File: config.mk
export PLATFORM = sky130hd
export DESIGN_NAME = vu_vmu_srq_issue_flat
export DESIGN_NICKNAME = d
export VERILOG_FILES = /design/src/rtl/vu_vmu_srq_issue_if.sv /design/src/rtl/vu_vmu_srq_issue.sv /design/src/flat_wrapper.sv
export SDC_FILE = /design/constraint.sdc
export NUM_CORES = 1
export LEC_CHECK = 0
export CAP_MARGIN = 20
export CORE_MARGIN = 1.5
export CORE_UTILIZATION = 50
export CTS_CLUSTER_SIZE = 16
export DETAILED_ROUTE_END_ITERATION = 8
export HOLD_SLACK_MARGIN = 0.15
export PLACE_DENSITY = 0.8
export SKIP_CTS_REPAIR_TIMING = 1
export SYNTH_ARGS = -nofsm -noshare
export SYNTH_HDL_FRONTEND = slang
export SYNTH_SLANG_ARGS = --single-unit
File: constraint.sdc
create_clock -name clk -period 4.6 [get_ports clk]
set_input_delay 1.15 -clock clk [delete_from_list [all_inputs] [get_ports clk]]
set_output_delay 1.15 -clock clk [all_outputs]
set_load 0.005 [all_outputs]
File: src/rtl/vu_vmu_srq_issue_if.sv
// Store-request issue bus: line-granular enqueue port from the vector store
// controller, plus the memory request/response port the issue stage drives.
// master = upstream/memory side, slave = the issue stage itself.
interface vu_vmu_srq_issue_if #(
  parameter int TAG_SZ = 4
);
  // Enqueue side (from the vector store controller)
  logic [27:0]       srq_enq_addr_bits;
  logic [127:0]      srq_enq_data_bits;
  logic [15:0]       srq_enq_wmask_bits;
  logic              srq_enq_val;
  logic              srq_enq_rdy;

  // Memory request side
  logic [27:0]       mem_req_addr;
  logic [127:0]      mem_req_data;
  logic [15:0]       mem_req_wmask;
  logic [TAG_SZ-1:0] mem_req_tag;
  logic              mem_req_val;
  logic              mem_req_rdy;

  // Memory store-ack side
  logic              mem_resp_val;
  logic [TAG_SZ-1:0] mem_resp_tag;

  modport master (
    output srq_enq_addr_bits, srq_enq_data_bits, srq_enq_wmask_bits, srq_enq_val,
    input  srq_enq_rdy,
    input  mem_req_addr, mem_req_data, mem_req_wmask, mem_req_tag, mem_req_val,
    output mem_req_rdy,
    output mem_resp_val, mem_resp_tag
  );

  modport slave (
    input  srq_enq_addr_bits, srq_enq_data_bits, srq_enq_wmask_bits, srq_enq_val,
    output srq_enq_rdy,
    output mem_req_addr, mem_req_data, mem_req_wmask, mem_req_tag, mem_req_val,
    input  mem_req_rdy,
    input  mem_resp_val, mem_resp_tag
  );
endinterface

File: src/rtl/vu_vmu_srq_issue.sv
// Vector store-request issue stage.
// Buffers line-granular store requests in a DEPTH-entry FIFO, issues them in
// order to memory with a rolling tag, and tracks un-acked stores so the VMU
// busy/fence logic can see when all stores have drained (store_pending).
// Optional build macro: VMU_SRQ_MERGE_EN enables write-combining into the
// FIFO tail entry when a new request targets the same line address.
module vu_vmu_srq_issue #(
  parameter int DEPTH     = 4,  // power of two, >= 2
  parameter int TAG_SZ    = 4,
  parameter int MAX_OUTST = 8   // 1 .. 2**TAG_SZ
) (
  input  logic              clk,
  input  logic              reset,            // async, active-low
  vu_vmu_srq_issue_if.slave bus,
  output logic              store_pending,
  output logic              err_resp_underflow
);

  localparam int PTR_W = $clog2(DEPTH);
  localparam int CNT_W = PTR_W + 1;
  localparam int OUT_W = $clog2(MAX_OUTST + 1);

  localparam logic [CNT_W-1:0] DEPTH_C = CNT_W'(DEPTH);
  localparam logic [OUT_W-1:0] MAX_C   = OUT_W'(MAX_OUTST);

  // Entry storage
  logic [27:0]  addr_q  [DEPTH];
  logic [127:0] data_q  [DEPTH];
  logic [15:0]  wmask_q [DEPTH];

  // Control state
  logic [PTR_W-1:0]  rd_ptr;
  logic [PTR_W-1:0]  wr_ptr;
  logic [CNT_W-1:0]  count;
  logic [OUT_W-1:0]  outst_cnt;
  logic [TAG_SZ-1:0] tag_cnt;
  logic              err_q;

  // Decoded per-cycle controls
  logic [PTR_W-1:0] tail_ptr;
  logic             not_full;
  logic             not_empty;
  logic             req_val;
  logic             deq_fire;
  logic             merge_hit;
  logic             enq_rdy;
  logic             enq_fire;
  logic             merge_fire;
  logic             wr_en;

  // The ack tag is informational only; nothing in this stage consumes it.
  logic unused_resp_tag;
  assign unused_resp_tag = ^bus.mem_resp_tag;

  assign tail_ptr  = wr_ptr - PTR_W'(1);
  assign not_full  = (count != DEPTH_C);
  assign not_empty = (count != '0);

  // Issue is throttled by the in-flight limit; everything is forced idle
  // while reset is asserted, since the state clears asynchronously.
  assign req_val  = reset & not_empty & (outst_cnt < MAX_C);
  assign deq_fire = req_val & bus.mem_req_rdy;

  // Enqueue decode: merge detection, ready, and whether a new slot is written.
  // NOTE: every output of an always_comb gets a default first so no path
  // leaves a value unassigned, which would otherwise infer a latch.
  always_comb begin
    merge_hit  = 1'b0;
    enq_rdy    = 1'b0;
    enq_fire   = 1'b0;
    merge_fire = 1'b0;
    wr_en      = 1'b0;
`ifdef VMU_SRQ_MERGE_EN
    // The tail may only absorb a request if it is not leaving this cycle;
    // with one entry the tail is the head.
    merge_hit = bus.srq_enq_val & not_empty
              & (bus.srq_enq_addr_bits == addr_q[tail_ptr])
              & ~((count == CNT_W'(1)) & deq_fire);
    enq_rdy   = reset & (not_full | merge_hit);
`else
    enq_rdy   = reset & not_full;
`endif
    enq_fire   = bus.srq_enq_val & enq_rdy;
    merge_fire = enq_fire & merge_hit;
    // A zero-mask request is accepted but has nothing to store.
    wr_en      = enq_fire & ~merge_hit & (bus.srq_enq_wmask_bits != '0);
  end

  // Pointer, occupancy, in-flight, tag and error bookkeeping.
  // NOTE: sequential state is updated with non-blocking assignments so every
  // register samples the pre-edge values regardless of statement order.
  always_ff @(posedge clk or negedge reset) begin
    if (!reset) begin
      rd_ptr    <= '0;
      wr_ptr    <= '0;
      count     <= '0;
      outst_cnt <= '0;
      tag_cnt   <= '0;
      err_q     <= 1'b0;
    end else begin
      if (wr_en)    wr_ptr  <= wr_ptr + PTR_W'(1);
      if (deq_fire) begin
        rd_ptr  <= rd_ptr + PTR_W'(1);
        tag_cnt <= tag_cnt + TAG_SZ'(1);
      end
      count <= count + CNT_W'(wr_en) - CNT_W'(deq_fire);

      // An ack landing with an issue in the same cycle cancels out.
      if (deq_fire && !bus.mem_resp_val) begin
        outst_cnt <= outst_cnt + OUT_W'(1);
      end else if (!deq_fire && bus.mem_resp_val) begin
        if (outst_cnt != '0) outst_cnt <= outst_cnt - OUT_W'(1);
        else                 err_q     <= 1'b1;
      end
    end
  end

  // Entry write and tail write-combining.
  // NOTE: the entry array has no reset; an entry is only observable after it
  // has been written, so clearing it would cost flops and buy nothing.
  always_ff @(posedge clk) begin
    if (wr_en) begin
      addr_q[wr_ptr]  <= bus.srq_enq_addr_bits;
      data_q[wr_ptr]  <= bus.srq_enq_data_bits;
      wmask_q[wr_ptr] <= bus.srq_enq_wmask_bits;
    end
`ifdef VMU_SRQ_MERGE_EN
    else if (merge_fire) begin
      for (int i = 0; i < 16; i++) begin
        if (bus.srq_enq_wmask_bits[i]) begin
          data_q[tail_ptr][8*i +: 8] <= bus.srq_enq_data_bits[8*i +: 8];
        end
      end
      wmask_q[tail_ptr] <= wmask_q[tail_ptr] | bus.srq_enq_wmask_bits;
    end
`endif
  end

  // Head entry drives the request port directly from storage.
  assign bus.srq_enq_rdy   = enq_rdy;
  assign bus.mem_req_val   = req_val;
  assign bus.mem_req_addr  = addr_q[rd_ptr];
  assign bus.mem_req_data  = data_q[rd_ptr];
  assign bus.mem_req_wmask = wmask_q[rd_ptr];
  assign bus.mem_req_tag   = tag_cnt;

  assign store_pending      = reset & (not_empty | (outst_cnt != '0));
  assign err_resp_underflow = err_q;

endmodule

File: src/flat_wrapper.sv
// flat-port wrapper written by rule: the top's interface ports become plain ports
module vu_vmu_srq_issue_flat 
#(
  parameter int DEPTH     = 4,                       
  parameter int TAG_SZ    = 4,
  parameter int MAX_OUTST = 8                    
)
  (clk, reset, store_pending, err_resp_underflow, bus_srq_enq_addr_bits, bus_srq_enq_data_bits, bus_srq_enq_wmask_bits, bus_srq_enq_val, bus_srq_enq_rdy, bus_mem_req_addr, bus_mem_req_data, bus_mem_req_wmask, bus_mem_req_tag, bus_mem_req_val, bus_mem_req_rdy, bus_mem_resp_val, bus_mem_resp_tag);
  vu_vmu_srq_issue_if #(.TAG_SZ(TAG_SZ)) bus_i ();
  input  logic clk;
  input  logic reset;
  output logic store_pending;
  output logic err_resp_underflow;
  input wire logic [$bits(bus_i.srq_enq_addr_bits)-1:0] bus_srq_enq_addr_bits;
  input wire logic [$bits(bus_i.srq_enq_data_bits)-1:0] bus_srq_enq_data_bits;
  input wire logic [$bits(bus_i.srq_enq_wmask_bits)-1:0] bus_srq_enq_wmask_bits;
  input wire logic [$bits(bus_i.srq_enq_val)-1:0] bus_srq_enq_val;
  output wire logic [$bits(bus_i.srq_enq_rdy)-1:0] bus_srq_enq_rdy;
  output wire logic [$bits(bus_i.mem_req_addr)-1:0] bus_mem_req_addr;
  output wire logic [$bits(bus_i.mem_req_data)-1:0] bus_mem_req_data;
  output wire logic [$bits(bus_i.mem_req_wmask)-1:0] bus_mem_req_wmask;
  output wire logic [$bits(bus_i.mem_req_tag)-1:0] bus_mem_req_tag;
  output wire logic [$bits(bus_i.mem_req_val)-1:0] bus_mem_req_val;
  input wire logic [$bits(bus_i.mem_req_rdy)-1:0] bus_mem_req_rdy;
  input wire logic [$bits(bus_i.mem_resp_val)-1:0] bus_mem_resp_val;
  input wire logic [$bits(bus_i.mem_resp_tag)-1:0] bus_mem_resp_tag;
  assign bus_i.srq_enq_addr_bits = bus_srq_enq_addr_bits;
  assign bus_i.srq_enq_data_bits = bus_srq_enq_data_bits;
  assign bus_i.srq_enq_wmask_bits = bus_srq_enq_wmask_bits;
  assign bus_i.srq_enq_val = bus_srq_enq_val;
  assign bus_srq_enq_rdy = bus_i.srq_enq_rdy;
  assign bus_mem_req_addr = bus_i.mem_req_addr;
  assign bus_mem_req_data = bus_i.mem_req_data;
  assign bus_mem_req_wmask = bus_i.mem_req_wmask;
  assign bus_mem_req_tag = bus_i.mem_req_tag;
  assign bus_mem_req_val = bus_i.mem_req_val;
  assign bus_i.mem_req_rdy = bus_mem_req_rdy;
  assign bus_i.mem_resp_val = bus_mem_resp_val;
  assign bus_i.mem_resp_tag = bus_mem_resp_tag;
  vu_vmu_srq_issue #(.DEPTH(DEPTH), .TAG_SZ(TAG_SZ), .MAX_OUTST(MAX_OUTST)) u_core (.clk(clk), .reset(reset), .bus(bus_i), .store_pending(store_pending), .err_resp_underflow(err_resp_underflow));
endmodule
### Yosys cells after proc, flatten, opt, wreduce, memory -nomap -nowiden

Memory sizes are Yosys's and may differ from the RTL's.
Index checks and enable logic that the tools add are counted.

| word-level totals | value |
|---|---|
| flip-flop bits (word level) | 16 |
| RAM bits | 688 |
| logic and storage cells | 44 |
| memories kept | 3 |

| cells by class | value |
|---|---|
| $add $sub $neg | 7 |
| $lt $le $gt $ge | 1 |
| eq/ne operators | 1 |
| muxes and demuxes | 5 |
| bitwise gates (word level) | 10 |
| reductions and logical operators | 11 |

Memory list:

| name | depth | width | read ports | clocked after Yosys merged registers in | write ports | line | RTL |
|---|---|---|---|---|---|---|---|
| u_core.data_q | 4 | 128 | 1 | 0 | 1 | vu_vmu_srq_issue.sv:28 | `logic [127:0] data_q [DEPTH];` |
| u_core.addr_q | 4 | 28 | 1 | 0 | 1 | vu_vmu_srq_issue.sv:27 | `logic [27:0] addr_q [DEPTH];` |
| u_core.wmask_q | 4 | 16 | 1 | 0 | 1 | vu_vmu_srq_issue.sv:29 | `logic [15:0] wmask_q [DEPTH];` |

Operator list:

| kind | count |
|---|---|
| $reduce_bool A16 Y1 | 1 |
| $mux W4 | 3 |
| $add A4 B1 Y4 const B | 2 |
| $and A1 B1 Y1 | 7 |
| $add A2 B1 Y2 const B | 2 |
| $lt A4 B4 Y1 const B | 1 |
| $reduce_bool A2 Y1 | 2 |
| $reduce_bool A4 Y1 | 1 |
| $sub A4 B1 Y4 const B | 1 |
| $add A3 B1 Y3 | 1 |
| $ne A3 B3 Y1 const B | 1 |
| $reduce_and A3 Y1 | 1 |
| $reduce_bool A3 Y1 | 1 |
| $sub A3 B1 Y3 | 1 |
| $logic_and A1 B1 Y1 | 2 |
| $logic_not A1 Y1 | 2 |
| $mux W1 | 2 |
| $not A1 Y1 | 2 |
| $reduce_and A2 Y1 | 1 |
| $or A1 B1 Y1 | 1 |

### Logic depth before layout (Yosys ltp)

Gate-level depths: netlist (run 1).

| depth | value |
|---|---|
| word-level depth | 8 |
| gate-level depth with buffers | 11 |
| mapped depth without buffers | 11 |

### Worst setup path after synthesis (run 1)

Ideal clock, no wire load.

| timing | value |
|---|---|
| kind | input to register |
| start | input port reset |
| end | memory u_core.addr_q[0][0], enable pin |
| setup time | 459 ps |
| arrival | 3,774 ps |
| required time | 4,141 ps |
| path slack | 368 ps |
| stages | 5 |
| path buffers | 1 |
| path through | inv_1 > a31oi_4 > and3_1 > buf_6 > and2_2 |

| between the ends | value |
|---|---|
| longest elaborated chain between the ends | 5 |

RTL lines:

| item | line | RTL |
|---|---|---|
| from (decl) | flat_wrapper.sv:11 | `input logic reset;` |
| $and A1 B1 Y1 | vu_vmu_srq_issue.sv:81 | `enq_rdy = reset & not_full;` |
| via bus_srq_enq_rdy | flat_wrapper.sv:18 | `output wire logic [$bits(bus_i.srq_enq_rdy)-1:0] bus_srq_enq_rdy;` |
| $and A1 B1 Y1 | vu_vmu_srq_issue.sv:83 | `enq_fire = bus.srq_enq_val & enq_rdy;` |
| $and A1 B1 Y1 | vu_vmu_srq_issue.sv:86 | `wr_en = enq_fire & ~merge_hit & (bus.srq_enq_wmask_bits != '0);` |
| via u_core.wr_en | vu_vmu_srq_issue.sv:49 | `logic wr_en;` |
| $mux W1 | vu_vmu_srq_issue.sv:122 | `if (wr_en) begin` |
| $mux W1 (not written as such) | vu_vmu_srq_issue.sv:123 | `addr_q[wr_ptr] <= bus.srq_enq_addr_bits;` |
| to (decl) | vu_vmu_srq_issue.sv:27 |  |

The timed path passes the listed nets, and every way through them passes these cells.

### Worst setup path in the final report (run 1)

| timing | value |
|---|---|
| start | register u_core.rd_ptr[0] |
| end | output port bus_mem_req_data[111] |

| between the ends | value |
|---|---|
| longest elaborated chain between the ends | 1 |

RTL lines:

| item | line | RTL |
|---|---|---|
| from (decl) | vu_vmu_srq_issue.sv:32 | `logic [PTR_W-1:0] rd_ptr;` |
| from (signal assigned) | vu_vmu_srq_issue.sv:103 | `rd_ptr <= rd_ptr + PTR_W'(1);` |
| $mem_v2 Z4 W128 | -- |  |
| to (decl) | flat_wrapper.sv:20 | `output wire logic [$bits(bus_i.mem_req_data)-1:0] bus_mem_req_data;` |

Every way passes these cells.

==> summary by stage, run 1 <==
Clocking
The clock net sink count is 704. In this run the deepest clock path goes through 3 buffers. TritonCTS created 70 clock buffers.

The clock reaches the later pin of the worst-skew pair after around 0.6 ns. The TritonCTS clock tree is yes. The cell sitting at the root of the clock tree is a sky130_fd_sc_hd__clkbuf_16. The clock edge transition at the registers on the reported setup and hold paths is roughly 0.06 ns. The H-tree was split into 3 levels.

STA
The clock period could shrink to just over 4 ns. In the post-route analysis, the smallest setup slack over all paths is 0.4918 ns. The final hold violation count is 0.

In the finished design, the share of the clock period the worst path needs comes to 0.8931. For the pin with the worst max-slew slack, the measured transition is between 0.6 and 0.7 ns. The total negative setup slack is 0 ns. The number of slew-limit violations in the final report is 0.

Timing would allow up to 243.4 MHz. Hold is met by 0.4756 ns. Setup repair after global routing left no endpoint under its margin. The final worst clock skew is between 0.02 and 0.025 ns. Setup violations remaining at the end of the flow were counted as 0. In this run the tightest slew margin relative to its limit is 0.5338.

Power and ir drop
The final total power is approximately 19 mW. The standby leakage power is ~11 nW. The switching component of the power is 4.938 mW. The cell area power density is between 500 and 600 nW/um2. Of the total power, combinational logic draws 0.293. The clock network power share is 0.287.

Of the total power, the share spent switching nets is 0.2533. The internal portion of the total power is 14.56 mW. IR analysis of the VDD net gives a maximum drop of 0.0004444 V. The sequential share of power is 0.420.

Floorplanning
The die extent in x is 230.3 um. The core outline area is between 50000 and 60000 um2. The floorplan step defined a die boundary enclosing roughly 53000 um2. The cell row count is 83. The initial utilization of the core area, before any placement, comes to 0.5044. The vertical die dimension is 230.3 um.

The boundary pin count is 361.

Cells and area
The post-layout net count is 1617. The filler-free cell count of the finished design is between 2000 and 2500. Leaving out fill and tap cells, the most frequent cells in the layout are 688 x sky130_fd_sc_hd__edfxtp_1, 356 x sky130_fd_sc_hd__clkdlybuf4s50_1, 172 x sky130_fd_sc_hd__mux4_2. The fraction of the core area covered by cells at the end of the flow is 0.6433. The most frequent standard cell in the layout excluding fill and tap cells is sky130_fd_sc_hd__edfxtp_1. Once layout is done, the placed cells without fillers occupy 32940 um2. In the final layout, the share of cells above drive strength 1 is 0.2332. The area growth from synthesis to layout is 27.55%.

Global route
The initial antenna violation count is 8. The overflow left after global routing is 0. The total global-route track usage is 0.1972.

The largest net degree at the start of global routing is 67. The first-pass GRT wire length is a little under 80 mm. The number of global-route vias before repair is approximately 13000.

Setup path
The cell family with the largest share of critical-path delay is buffers and inverters. The slowest stage of the critical path is the sky130_fd_sc_hd__dfrtp_4 cell. Counting both buffers and inverters, the worst setup path holds a total of 2. The largest stage delay on the critical path is 0.88 ns.

Data arrives at the worst endpoint at 2.96 ns. The required time of the critical path is 3.45 ns. The critical path is of the reg2out type. Walking the worst path, the cells encountered are buf_4 -> mux4_2 -> clkdlybuf4s50_1.

The startpoint class of the critical path is a flip-flop. Of all nets on the critical path, the largest fanout is 27. The endpoint class of the critical path is a primary output.

Job
The number of maximum-capacitance violations is 0.

Place
After legalization and detailed placement, the total HPWL measured 32.17 mm. Routability-driven placement finished with a final weighted congestion of 0.7379. Before CTS, the worst setup slack after placement is 0.8978 ns. After detailed placement, the design holds a cell count of 2031. The placed standard-cell area is 30640 um2. The total of buffers placed on input and output ports is ~360.

Synth
When the netlist entered floorplanning its net count stood at 1176. The synthesized design contains 688 enable-type register cells. The share of the Yosys chip area taken by registers is 0.8156.

Yosys printed 0 warnings. A synthesized cell averages 26.30 um2. The netlist uses 31 different library cells. In the synthesized netlist the dominant register cell turns out to be sky130_fd_sc_hd__edfxtp_1. After synthesis, the share of flip-flops with an asynchronous set or reset is 0.02273. In this run, synthesis produced a sequential element count of a little over 700. The number of cells produced by synthesis is 982.

The summed instance area of the synthesized netlist is between 20000 and 30000 um2.

Detailed routing
Using the TritonRoute via totals, the vias-per-cell ratio works out to between 5 and 6. The total detailed-routing wirelength is 51.46 mm. The pre-antenna-repair detailed-routing pass consisted of 4 iterations. The number of design-rule violations left by the first detailed-router iteration is 703.

The count of nets left with antenna violations after detail routing is 0. In the final routed layout, each cell accounts on average for 23.80 um. After detailed routing, the number of remaining DRC violations is 0.

The count of vias placed by the detailed router is 11840.

Hold path
The worst hold path belongs to the class reg2reg.

Outcome
The flow ran to the end, and the final reports show no timing, DRC or antenna violations.
-- cell families after synthesis --
logic type | count (synthesis) | share of synthesized area
xor+xnor | 11 | 0.003731
simple gates | 22 | 0.006590
mux | 175 | 0.1516
buf+inv | 50 | 0.01328
flops | 704 | 0.8156
fa+ha+maj | 13 | 0.006880
compound gates | 7 | 0.002326
-- cell type report --
class	instances	area, um2
antenna	7	17.52
clock buffer	90	1901
clock inverter	34	376.6
fill	3266	18260
inverter	10	37.54
multi-input combinational	228	4424
sequential	704	21070
tap	680	850.8
timing repair buffer	409	4262
-- per-layer routing --
metal,wire [um],track usage,vias to the layer above
li1,-,-,5126
met1,19930,0.2474,6236
met2,26770,0.3310,378
met3,3219,0.04799,95
met4,1528,0.08170,2
met5,11,0,-
-- power groups by stage --
stage	clock, mW	combinational, mW	sequential (mW)
after global routing	5.94	6.09	8.25
final	5.60	5.71	8.18
after detailed placement	0	5.79	8.32
after global placement	0	5.74	8.26
after CTS	5.73	5.86	8.20
after floorplan	0	3.02	8.14
-- Yosys cell counts, types with 5 or more instances --
cell / instances / area [um2]
sky130_fd_sc_hd__buf_1: 12 / 45.04
sky130_fd_sc_hd__dfrtp_1: 16 / 400.4
sky130_fd_sc_hd__inv_1: 9 / 33.78
sky130_fd_sc_hd__edfxtp_1: 688 / 20660
sky130_fd_sc_hd__mux4_2: 172 / 3874
sky130_fd_sc_hd__xnor2_1: 7 / 61.31
sky130_fd_sc_hd__ha_1: 11 / 137.6
sky130_fd_sc_hd__buf_6: 19 / 214.0
sky130_fd_sc_hd__buf_2: 7 / 35.03
sky130_fd_sc_hd__and2_2: 5 / 37.54
sky130_fd_sc_hd__nor4_2: 5 / 62.56
-- worst paths after layout --
| path | end | start | depth (start not counted) | slack, ns |
|---|---|---|---|---|
| min in group asynchronous | u_core.outst_cnt[2] | reset | 2 | 0.91 |
| max reg2reg | u_core.wmask_q[1][1] | u_core.count[1] | 5 | 2.14 |
| min reg2reg | u_core.bus.mem_req_tag[3] | u_core.bus.mem_req_tag[3] | 1 | 0.48 |
| min | u_core.bus.mem_req_tag[3] | u_core.bus.mem_req_tag[3] | 1 | 0.48 |
| max in group asynchronous | u_core.rd_ptr[0] | reset | 2 | 3.47 |
| max | bus_mem_req_data[111] | u_core.rd_ptr[0] | 3 | 0.49 |
-- sequential cells by signal, summed over array words and instances (netlist names) --
name,count
u_core.wmask_q,64
u_core.addr_q,112
u_core.err_resp_underflow,1
u_core.wr_ptr,2
u_core.outst_cnt,4
u_core.data_q,512
u_core.bus.mem_req_tag,4
u_core.rd_ptr,2
u_core.count,3
(Power assumes the default switching activity.)
==> run 2, diff against run 1 <==
- SLEW_MARGIN: default -> 20
==> results of run 2 <==
No change in the layout: final DEF, timing and power equal those of run 1.
==> run 3, diff against run 2 <==
- CTS_CLUSTER_DIAMETER: default -> 150
- HOLD_SLACK_MARGIN: 0.15 -> default
==> summary by stage, run 3 (synthesized netlist as in run 1, its figures left out) <==
Place
The global placer's final weighted congestion is 0.7379 (unchanged). The total placed cells including tap cells is 2031 (unchanged). The placed standard-cell area was 30640 um2 (unchanged). The total of buffers placed on input and output ports is 356 (unchanged).

The half-perimeter wire length after placement is 32.17 mm (unchanged). The minimum setup slack after placement was 0.8978 ns (unchanged).

Setup path
The startpoint class of the critical path is a flip-flop. The required time of the critical path was 3.45 ns (about the same). The critical path goes through buf_4 -> mux4_2 -> clkdlybuf4s50_1. STA classifies the critical path endpoint as a primary output. The critical-path maximum fanout is 27 (unchanged). The largest individual stage delay along the critical path comes from the cell sky130_fd_sc_hd__dfrtp_4. The type of the worst setup path is reg2out.

The largest stage delay on the critical path is 0.88 ns (about the same). The arrival time at the worst endpoint was 2.96 ns (about the same).

Clocking
The number of buffers inserted during clock tree synthesis is 49 (-30%). The clock latency of the later-clocked register in the worst-skew pair came to 0.59 ns (about the same). TritonCTS built the clock tree. The clock net sink count was 704 (unchanged).

The deepest clock path buffer count is 3 (unchanged). The maximum level of the CTS H-tree is 2 (-1). The root buffer cell is sky130_fd_sc_hd__clkbuf_16. The clock edge transition at the registers on the reported setup and hold paths came to 0.07 ns (about the same).

STA
The relative slew slack was 0.5312 (-0.002597). The worst-margin pin slew is 0.7031 ns (+0.003895 ns). The total negative setup slack is 0 ns (unchanged). The minimum setup slack in the final design is 0.4918 ns (+0.00007500 ns). The maximum frequency from static timing analysis is 243.4 MHz (about the same).

The final worst clock skew came to 0.01232 ns (-0.01235 ns). The final hold violation count is 0 (unchanged). Setup repair after global routing left no endpoint under its margin.

The final cycle utilization of the critical path came to 0.8931 (about the same). The final number of setup-violating endpoints was 0 (unchanged). The number of slew-limit violations in the final report came to 0 (unchanged).

The clock period minus final worst setup slack is 4.108 ns (-0.00007500 ns).

Power and ir drop
The final total power was 17.76 mW (-8.9%). The standby leakage power is 10.16 nW (-4.4%). The cell area power density came to 555.4 nW/um2 (-6.2%).

The largest vdd supply drop is 0.0004605 V (+3.6%).

Global route
The first-pass GRT wire length is 75.33 mm (-2.5%). The number of global-route vias before repair came to 12560 (-2.6%). The global routing met3 resource utilization was 0.04452 (-0.003472). The global-route track usage on met2 is 0.3218 (-0.009224). After global routing, the most crowded layer is met2. The total global-route track usage is 0.1905 (-0.006715). The overflow left after global routing is 0 (unchanged). The initial antenna violation count is 7 (-1).

The global-route met1 utilization was 0.2473 (about the same). The largest net degree at the start of global routing came to 67 (unchanged).

Cells and area
The largest registers in the layout are u_core.data_q (512), u_core.addr_q (112), u_core.wmask_q (64). The area growth from synthesis to layout is 23.82%. The filler-free cell count of the finished design is 2097 (-3.0%). In the layout the commonest cells are 688 x sky130_fd_sc_hd__edfxtp_1, 356 x sky130_fd_sc_hd__clkdlybuf4s50_1, 172 x sky130_fd_sc_hd__mux4_2.

The post-layout net count was 1596 (-1.3%). The most frequent standard cell in the layout excluding fill and tap cells is sky130_fd_sc_hd__edfxtp_1. The number of filler cells placed in the layout was 3359 (+2.8%). u_core.data_q holds more flip-flops than any other register. The proportion of layout cells with a drive suffix above 1 is 0.2103 (-0.02288). The area of all placed cells without fillers is 31970 um2 (-2.9%). The flip-flop count of the largest register, all copies and words added is 512 (unchanged).

Detailed routing
The routed length per placed instance came to 23.82 um (+0.10%). The remaining design rule violation count is 0 (unchanged). The post-detailed-route via-to-cell ratio is 5.508 (+0.61%).

The count of vias placed by the detailed router is 11550 (-2.4%). The count of nets left with antenna violations after detail routing is 0 (unchanged). The total detailed-routing wirelength came to 49.96 mm (-2.9%).

The number of optimization iterations in the first detailed-route pass is 5 (+1). The number of design-rule violations left by the first detailed-router iteration was 767 (+9.1%).

Floorplanning
The vertical die dimension was 230.3 um (unchanged). The die extent in x came to 230.3 um (unchanged). The cell row count is 83 (unchanged). The core outline area is 51200 um2 (unchanged). The die footprint came to 53020 um2 (unchanged). The initial standard-cell utilization of the core is 0.5044 (unchanged).

The boundary pin count is 361 (unchanged).

Hold path
In this run the worst hold path is classified as reg2reg.

Job
The number of maximum-capacitance violations is 0 (unchanged).

Outcome
The run finished with clean final reports.
[run 3: changes by cell type in the layout (fill, tap and decap cells not counted), moves of 2 or more]
cell,change
sky130_fd_sc_hd__bufinv_16,-7
sky130_fd_sc_hd__clkbuf_1,-7
sky130_fd_sc_hd__clkbuf_16,-22
sky130_fd_sc_hd__clkinv_1,-9
sky130_fd_sc_hd__clkinv_2,-11
sky130_fd_sc_hd__clkinv_8,-2
sky130_fd_sc_hd__diode_2,-2
[run 3: worst max-delay path, delay by kind of cell, from the launching register on]
family | cells | cell delay [ns]
buffers and inverters | 2 | 0.91
flip-flops | 1 | 0.88
multiplexers | 1 | 0.55
[run 3: layer usage]
layer	share of wire	vias to the layer above
met5	0.00046	-
met3	0.065	80
met1	0.39	6067
met4	0.024	4
met2	0.52	362
li1	-	5038
[run 3: final cells by class]
class / count / area (um2) / area share
Antenna cell: 5 / 12.51 / 0.0003913
Clock buffer: 60 / 1310 / 0.04097
Clock inverter: 1 / 8.758 / 0.0002739
Inverter: 10 / 37.54 / 0.001174
Multi-Input combinational cell: 228 / 4424 / 0.1384
Sequential cell: 704 / 21070 / 0.6589
Tap cell: 680 / 850.8 / 0.02661
Timing Repair Buffer: 409 / 4262 / 0.1333
[run 3: power breakdown]
| group | internal, mW | total, mW | switching, mW | leakage, nW |
|---|---|---|---|---|
| Sequential | 7.81 | 8.17 | 0.354 | 6.43 |
| Combinational | 3.41 | 5.70 | 2.29 | 3.09 |
| Clock | 1.98 | 3.89 | 1.90 | 0.644 |
[run 3: worst paths after layout]
check	depth (start not counted)	from	slack [ns]	end
min	1	u_core.bus.mem_req_tag[3]	0.48	u_core.bus.mem_req_tag[3]
max in group asynchronous	2	reset	3.48	u_core.rd_ptr[0]
max	3	u_core.rd_ptr[0]	0.49	bus_mem_req_data[111]
max reg2reg	5	u_core.count[1]	2.12	u_core.data_q[1][88]
min in group asynchronous	2	reset	0.91	u_core.err_resp_underflow
min reg2reg	1	u_core.bus.mem_req_tag[3]	0.48	u_core.bus.mem_req_tag[3]
[run 3: stage by stage]
step / hold slack [ns] / util
after CTS: 0.4790 / 0.6243
after global routing: 0.4961 / 0.6245
final: 0.4762 / 0.6245
after detailed placement: 0.4530 / 0.5985
after global placement: 0.4479 / 0.5985
after floorplan: 0.4510 / -
